==> src/rtl/instruction_fetch.sv <==
// Fetch stage of the simplex8 core: owns the fetch PC, drives instruction memory and
// buffers {byte, PC} pairs in a prefetch FIFO. Optional PC wrap at MEM_LAST via FETCH_WRAP_EN.
module instruction_fetch #(
  parameter int                    PC_WIDTH   = 16,
  parameter logic [PC_WIDTH-1:0]   RESET_PC   = '0,
  parameter int                    FIFO_DEPTH = 4,
  parameter int                    MEM_LAST   = 35
) (
  input  logic                CLK,
  input  logic                RST_N,
  output logic [PC_WIDTH-1:0] MEM_ADDRESS,
  output logic                MEM_EN,
  input  logic [7:0]          MEM_DATA,
  input  logic                REDIRECT,
  input  logic [PC_WIDTH-1:0] REDIRECT_PC,
  output logic [7:0]          INSTR,
  output logic [PC_WIDTH-1:0] INSTR_PC,
  output logic                INSTR_VALID,
  input  logic                INSTR_READY
);

  localparam int PTR_W = (FIFO_DEPTH > 1) ? $clog2(FIFO_DEPTH) : 1;
  localparam int CNT_W = $clog2(FIFO_DEPTH + 1);
  localparam logic [CNT_W-1:0]    DEPTH_CNT = CNT_W'(FIFO_DEPTH);
  localparam logic [PC_WIDTH-1:0] LAST_PC   = PC_WIDTH'(MEM_LAST);

`ifdef FETCH_WRAP_EN
  localparam logic WRAP_EN = 1'b1;
`else
  localparam logic WRAP_EN = 1'b0;
`endif

  logic [PC_WIDTH-1:0] pc_q, pc_d;
  logic [PTR_W-1:0]    wr_ptr_q, wr_ptr_d;
  logic [PTR_W-1:0]    rd_ptr_q, rd_ptr_d;
  logic [CNT_W-1:0]    count_q, count_d;

  logic [7:0]          data_q [FIFO_DEPTH];
  logic [PC_WIDTH-1:0] tag_q  [FIFO_DEPTH];

  logic                push;
  logic                pop;
  logic [PC_WIDTH-1:0] next_pc;
  logic [PC_WIDTH-1:0] redirect_target;

  // Decoder handshake: the head transfers on a rising edge where INSTR_VALID and
  // INSTR_READY are both high and no redirect is flushing the FIFO.
  assign INSTR_VALID = (count_q != '0);
  assign pop         = INSTR_VALID & INSTR_READY & ~REDIRECT;
  assign MEM_EN      = RST_N & ~REDIRECT & ((count_q < DEPTH_CNT) | pop);
  assign push        = MEM_EN;
  assign MEM_ADDRESS = pc_q;

  assign INSTR    = INSTR_VALID ? data_q[rd_ptr_q] : 8'h00;
  assign INSTR_PC = INSTR_VALID ? tag_q[rd_ptr_q]  : '0;

  always_comb begin
    next_pc         = pc_q + PC_WIDTH'(1);
    redirect_target = REDIRECT_PC;
    if (WRAP_EN) begin
      if (pc_q == LAST_PC) next_pc = '0;
      if (REDIRECT_PC > LAST_PC) redirect_target = '0;
    end
  end

  always_comb begin
    pc_d     = pc_q;
    wr_ptr_d = wr_ptr_q;
    rd_ptr_d = rd_ptr_q;
    count_d  = count_q;
    if (REDIRECT) begin
      pc_d     = redirect_target;
      wr_ptr_d = '0;
      rd_ptr_d = '0;
      count_d  = '0;
    end else begin
      if (push) begin
        pc_d     = next_pc;
        wr_ptr_d = wr_ptr_q + PTR_W'(1);
      end
      if (pop) rd_ptr_d = rd_ptr_q + PTR_W'(1);
      if (push && !pop)      count_d = count_q + CNT_W'(1);
      else if (pop && !push) count_d = count_q - CNT_W'(1);
    end
  end

  always_ff @(posedge CLK or negedge RST_N) begin
    if (!RST_N) begin
      pc_q     <= RESET_PC;
      wr_ptr_q <= '0;
      rd_ptr_q <= '0;
      count_q  <= '0;
    end else begin
      pc_q     <= pc_d;
      wr_ptr_q <= wr_ptr_d;
      rd_ptr_q <= rd_ptr_d;
      count_q  <= count_d;
    end
  end

  // Entry storage needs no reset: count_q alone decides what is visible.
  always_ff @(posedge CLK) begin
    if (push) begin
      data_q[wr_ptr_q] <= MEM_DATA;
      tag_q[wr_ptr_q]  <= pc_q;
    end
  end

endmodule

==> config.mk <==
export PLATFORM = sky130hd
export DESIGN_NAME = instruction_fetch
export DESIGN_NICKNAME = d
export VERILOG_FILES = /design/src/rtl/instruction_fetch.sv
export SDC_FILE = /design/constraint.sdc
export NUM_CORES = 1
export LEC_CHECK = 0
export ABC_AREA = 1
export CORE_AREA = 8 8 126 128
export DETAILED_ROUTE_END_ITERATION = 10
export DIE_AREA = 0 0 134 136
export PLACE_DENSITY = 0.59
export RECOVER_POWER = 100
export SYNTH_ARGS = -nofsm -noshare
export SYNTH_HDL_FRONTEND = slang
export SYNTH_SLANG_ARGS = --single-unit
==> constraint.sdc <==
create_clock -name CLK -period 2.9 [get_ports CLK]
set_input_delay 0.29 -clock CLK [delete_from_list [all_inputs] [get_ports CLK]]
set_output_delay 0.29 -clock CLK [all_outputs]
set_load 0.005 [all_outputs]
After elaboration in Yosys (flattened, before gate mapping). Memories as Yosys holds them, arrays and structs flattened. Index checks and enable logic that the tools add are counted.

Add/sub/neg operators: 5. $mul: 0. Divide/modulo/power cells: 0. $lt $le $gt $ge: 1. Equal/unequal tests: 0. Shift-type cells: 0. Mux-type cells: 13. Bitwise logic cells: 6. Reductions and logical operators: 8.

Operator list (count): $mux W16 (3); $add A16 B1 Y16 const B (1); $mux W3 (3); $mux W2 (4); $mux W8 (1); $reduce_bool A3 Y1 (2); $add A2 B1 Y2 const B (2); $and A1 B1 Y1 (4); $reduce_bool A2 Y1 (2); $add A3 B1 Y3 const B (1); $lt A3 B3 Y1 const B (1); $sub A3 B1 Y3 const B (1); $logic_and A1 B1 Y1 (2); $logic_not A1 Y1 (2); $mux W1 (2); $not A1 Y1 (1); $or A1 B1 Y1 (1).

Register bits: 23. Bits in latches: 0. Memory bits (writable): 96. ROM bits: 0. Input bits: 28. Output and inout bits: 42. Logic and storage cells: 39. Memories kept: 2.

Memory list: tag_q (words 4, bits a word 16, rd ports 1, clocked after Yosys merged registers in 0, write ports 1, line 39) `logic [PC_WIDTH-1:0] tag_q [FIFO_DEPTH];`; data_q (words 4, bits a word 8, rd ports 1, clocked after Yosys merged registers in 0, write ports 1, line 38) `logic [7:0] data_q [FIFO_DEPTH];`.

Depth between registers and ports, before layout.
Depth after elaboration: 10. Mapped depth: 11. Depth with buffers taken out: 10.

Worst setup path before layout. No wires, ideal clock.

Path type: reg2reg. Start: reg wr_ptr_q[0]. End: mem data_q[2][0] (enable). Setup time: 405 ps. Arrival time: 1689 ps. Data required time: 2495 ps. Setup slack: 806 ps. Cell stages (with the launch flop): 5. Path buffers: 0. Period minus slack after synthesis: 2094 ps. Cell sequence: dfrtp_1 -> inv_1 -> ha_1 -> inv_1 -> nor2_1.

RTL lines: from (decl) (line 34) `logic [PTR_W-1:0] wr_ptr_q, wr_ptr_d;`; from (signal assigned) (line 95) `wr_ptr_q <= wr_ptr_d;`; to (decl) (line 38).

Straight into the memory's write port.

Final worst setup path.
Start: reg count_q[0]. End: out INSTR_PC[8].

Word-level cells in the longest chain between the ends: 2.

RTL lines: from (decl) (line 36) `logic [CNT_W-1:0] count_q, count_d;`; from (signal assigned) (line 97) `count_q <= count_d;`; $reduce_bool A3 Y1 (line 48) `assign INSTR_VALID = (count_q != '0);`; $mux W16 (line 55) `assign INSTR_PC = INSTR_VALID ? tag_q[rd_ptr_q] : '0;`; to (decl) (line 17) `output logic [PC_WIDTH-1:0] INSTR_PC,`.

Every way passes these cells.

==> reports/results.txt <==
first-pass GRT wire length: 20300 um
grt total ovfl: 0
WL final: 12400 um
Worst R2R Setup Slack: 0.88 ns
post-synth cell types: 32
vias in the first global route: 4033
Ys Warns: 0
Leakage: 2.59 nW
crit path time final: 2.68 ns
Die Y: 136 um
ant diodes: 0
slew margin rel.: 48.1%
Final Max Slew Viols: 0
VDD IR-drop max: 0.000413 V
max-cap violations: 0
Hold Buf Count CTS: 0
Placed Area: 6180 sq um
crit path kind: register to output port
sequential share of the synthesized area: 65.5%
Netlist Area Pre-Place: 5280 sq um
syn nets: 538
worst path required time: 2.61 ns
crit path max fanout: 16
CP startpoint: count_q[0]$_DFFE_PN0P_
post-route setup TNS: 0 ns
Boundary Pins: 70
Startpoint Class: register
ratio of cells with drive above 1 in the final layout: 8.40%
status: complete, no violations
DP HPWL: 8220 um
PwrDens: 881 nW/um^2
Synth Instances: 504
root buf cell: clkbuf_16
Core ar.: 14000 sq um
Clk Latency, worst-skew pair: 0.41 ns
unrepaired setup endpoints after global routing: no
post-route cell area: 6730 sq um
TritonCTS clock tree: built
Setup Viol. Count Final: 0
Final period util: 92.2%
area growth from synthesis to layout: 27.5%
HP Class: primary input to async pin
post-CTS setup buffer count: 0
start of the worst register-to-register path: count_q[2]$_DFFE_PN0P_
Mapped Avg Cell Area: 10.5 sq um
Total Power: 5.93 mW
Rows: 44
CP Capture Type: output port
Routed wire per std cell: 15.9 um
Total Die Area: 18200 sq um
Max clock buf depth: 2
IO Port Bufs: 69
CTS sink count: 119
DRT Pass-1 Iters: 4
largest net degree at the start of global routing: 50
fin nets: 616
Detail Route Antenna Nets: 0
cts repair resizes: 0
via count of the routed design: 3794
# H-tree levels: 4
Slew @ Worst Pin: 0.777 ns
commonest non-fill, non-tap cell in the layout: nor2_1
reg-to-reg critical path endpoint: count_q[1]$_DFFE_PN0P_
#FFs+latches synth: 119
Post-route DRC: 0
Hold Vio Cnt, Final: 0
Arr. time, crit path: 2.39 ns
Fillers: 1281
Worst R2R Path Depth: 7
Max Fclk: 0.374 GHz
DR vias/cell: 4.87
CTS Buf Count: 17
initial DRC count: 258
Total GRT Usage: 14.7%
GPL Wtd Cong: 0.846
Setup Skew: 0.00405 ns
Worst-path clk slew: 0.05 ns
width of the die: 134 um
most frequent cells in the layout: nor2_1, edfxtp_1, nand2_1
antenna violations before repair: 0
initial cell density of the core: 37.6%
==> metal layers <==
layer | part of all wire (%) | vias up | GRT usage [%]
li1 | - | 1880 | -
met1 | 44 | 1792 | 16.8
met2 | 49 | 97 | 24.5
met3 | 5.9 | 25 | 4.95
met4 | 1.7 | 0 | 6.67
met5 | 0 | - | 0
==> area by class of cell <==
cell class,instances,area (sq um),share of cell area [%]
Sequential cell,119,3460,51.4
Multi-Input combinational cell,326,1530,22.7
Timing Repair Buffer,81,768,11.4
Clock buffer,20,437,6.49
Tap cell,184,230,3.42
Clock inverter,12,158,2.34
Inverter,37,151,2.25
==> critical path: stages (launching register included) <==
cell and delay, ns:
dfrtp_1 0.41, nor2_1 0.12, nand2_1 0.15, inv_1 0.51
clkbuf_2 0.27, a21oi_1 0.05, clkdlybuf4s50_1 0.45
==> registers in the layout, indices dropped and copies added (netlist names) <==
signal       count
count_q          3
MEM_ADDRESS     16
wr_ptr_q         2
rd_ptr_q         2
data_q          32
tag_q           64
==> through the flow <==
stage               worst slack [ns]  utilization (%)  hold slack [ns]  cells
floorplan                      0.806                -         -0.00559    504
detailed placement             0.607             44.0            0.506    747
global placement               0.638             44.0            0.501    747
finish                         0.225             48.0            0.427    779
global route                  0.0375             48.0            0.457    779
CTS                            0.173             48.2            0.377    779
==> logic make-up after synthesis <==
kind of cell,share of synthesized area [%]
simple gates,17.4
flops,65.5
compound gates,9.81
buf+inv,5.24
fa+ha+maj,1.56
xor+xnor,0.498
==> power breakdown <==
part / internal, mW / switching, mW
Combinational: 0.739 / 0.912
Sequential: 2.04 / 0.141
Clock: 1.42 / 0.684
Total: 4.19 / 1.74
==> how the worst max path moves through the flow <==
stage                             endpoint  slack [ns]  cells after the start
finish                         INSTR_PC[8]        0.22                      6
global route                   INSTR_PC[9]        0.04                      6
CTS                               INSTR[1]        0.17                      6
detailed placement  tag_q[3][13]$_DFFE_PP_        0.61                      5
global placement                    MEM_EN        0.64                      5
floorplan           data_q[2][0]$_DFFE_PP_        0.81                      4
==> synth_stat cells, drive strengths merged <==
library cell / number / share of area, %
xor2: 3 / 0.50
inv: 36 / 2.6
fa: 1 / 0.38
clkinv: 1 / 0.31
buf: 15 / 1.8
nor3: 3 / 0.38
nand2: 68 / 5.2
nand4: 6 / 0.71
a31oi: 1 / 0.12
o21bai: 4 / 0.64
clkbuf: 7 / 0.52
nand3: 25 / 2.6
o21ai: 61 / 5.9
o211ai: 4 / 0.57
a21oi: 26 / 2.5
dfrtp: 23 / 11
ha: 5 / 1.2
edfxtp: 96 / 55
o221ai: 1 / 0.17
nor2: 118 / 8.5
No activity file was read; power rests on OpenSTA's default activity.
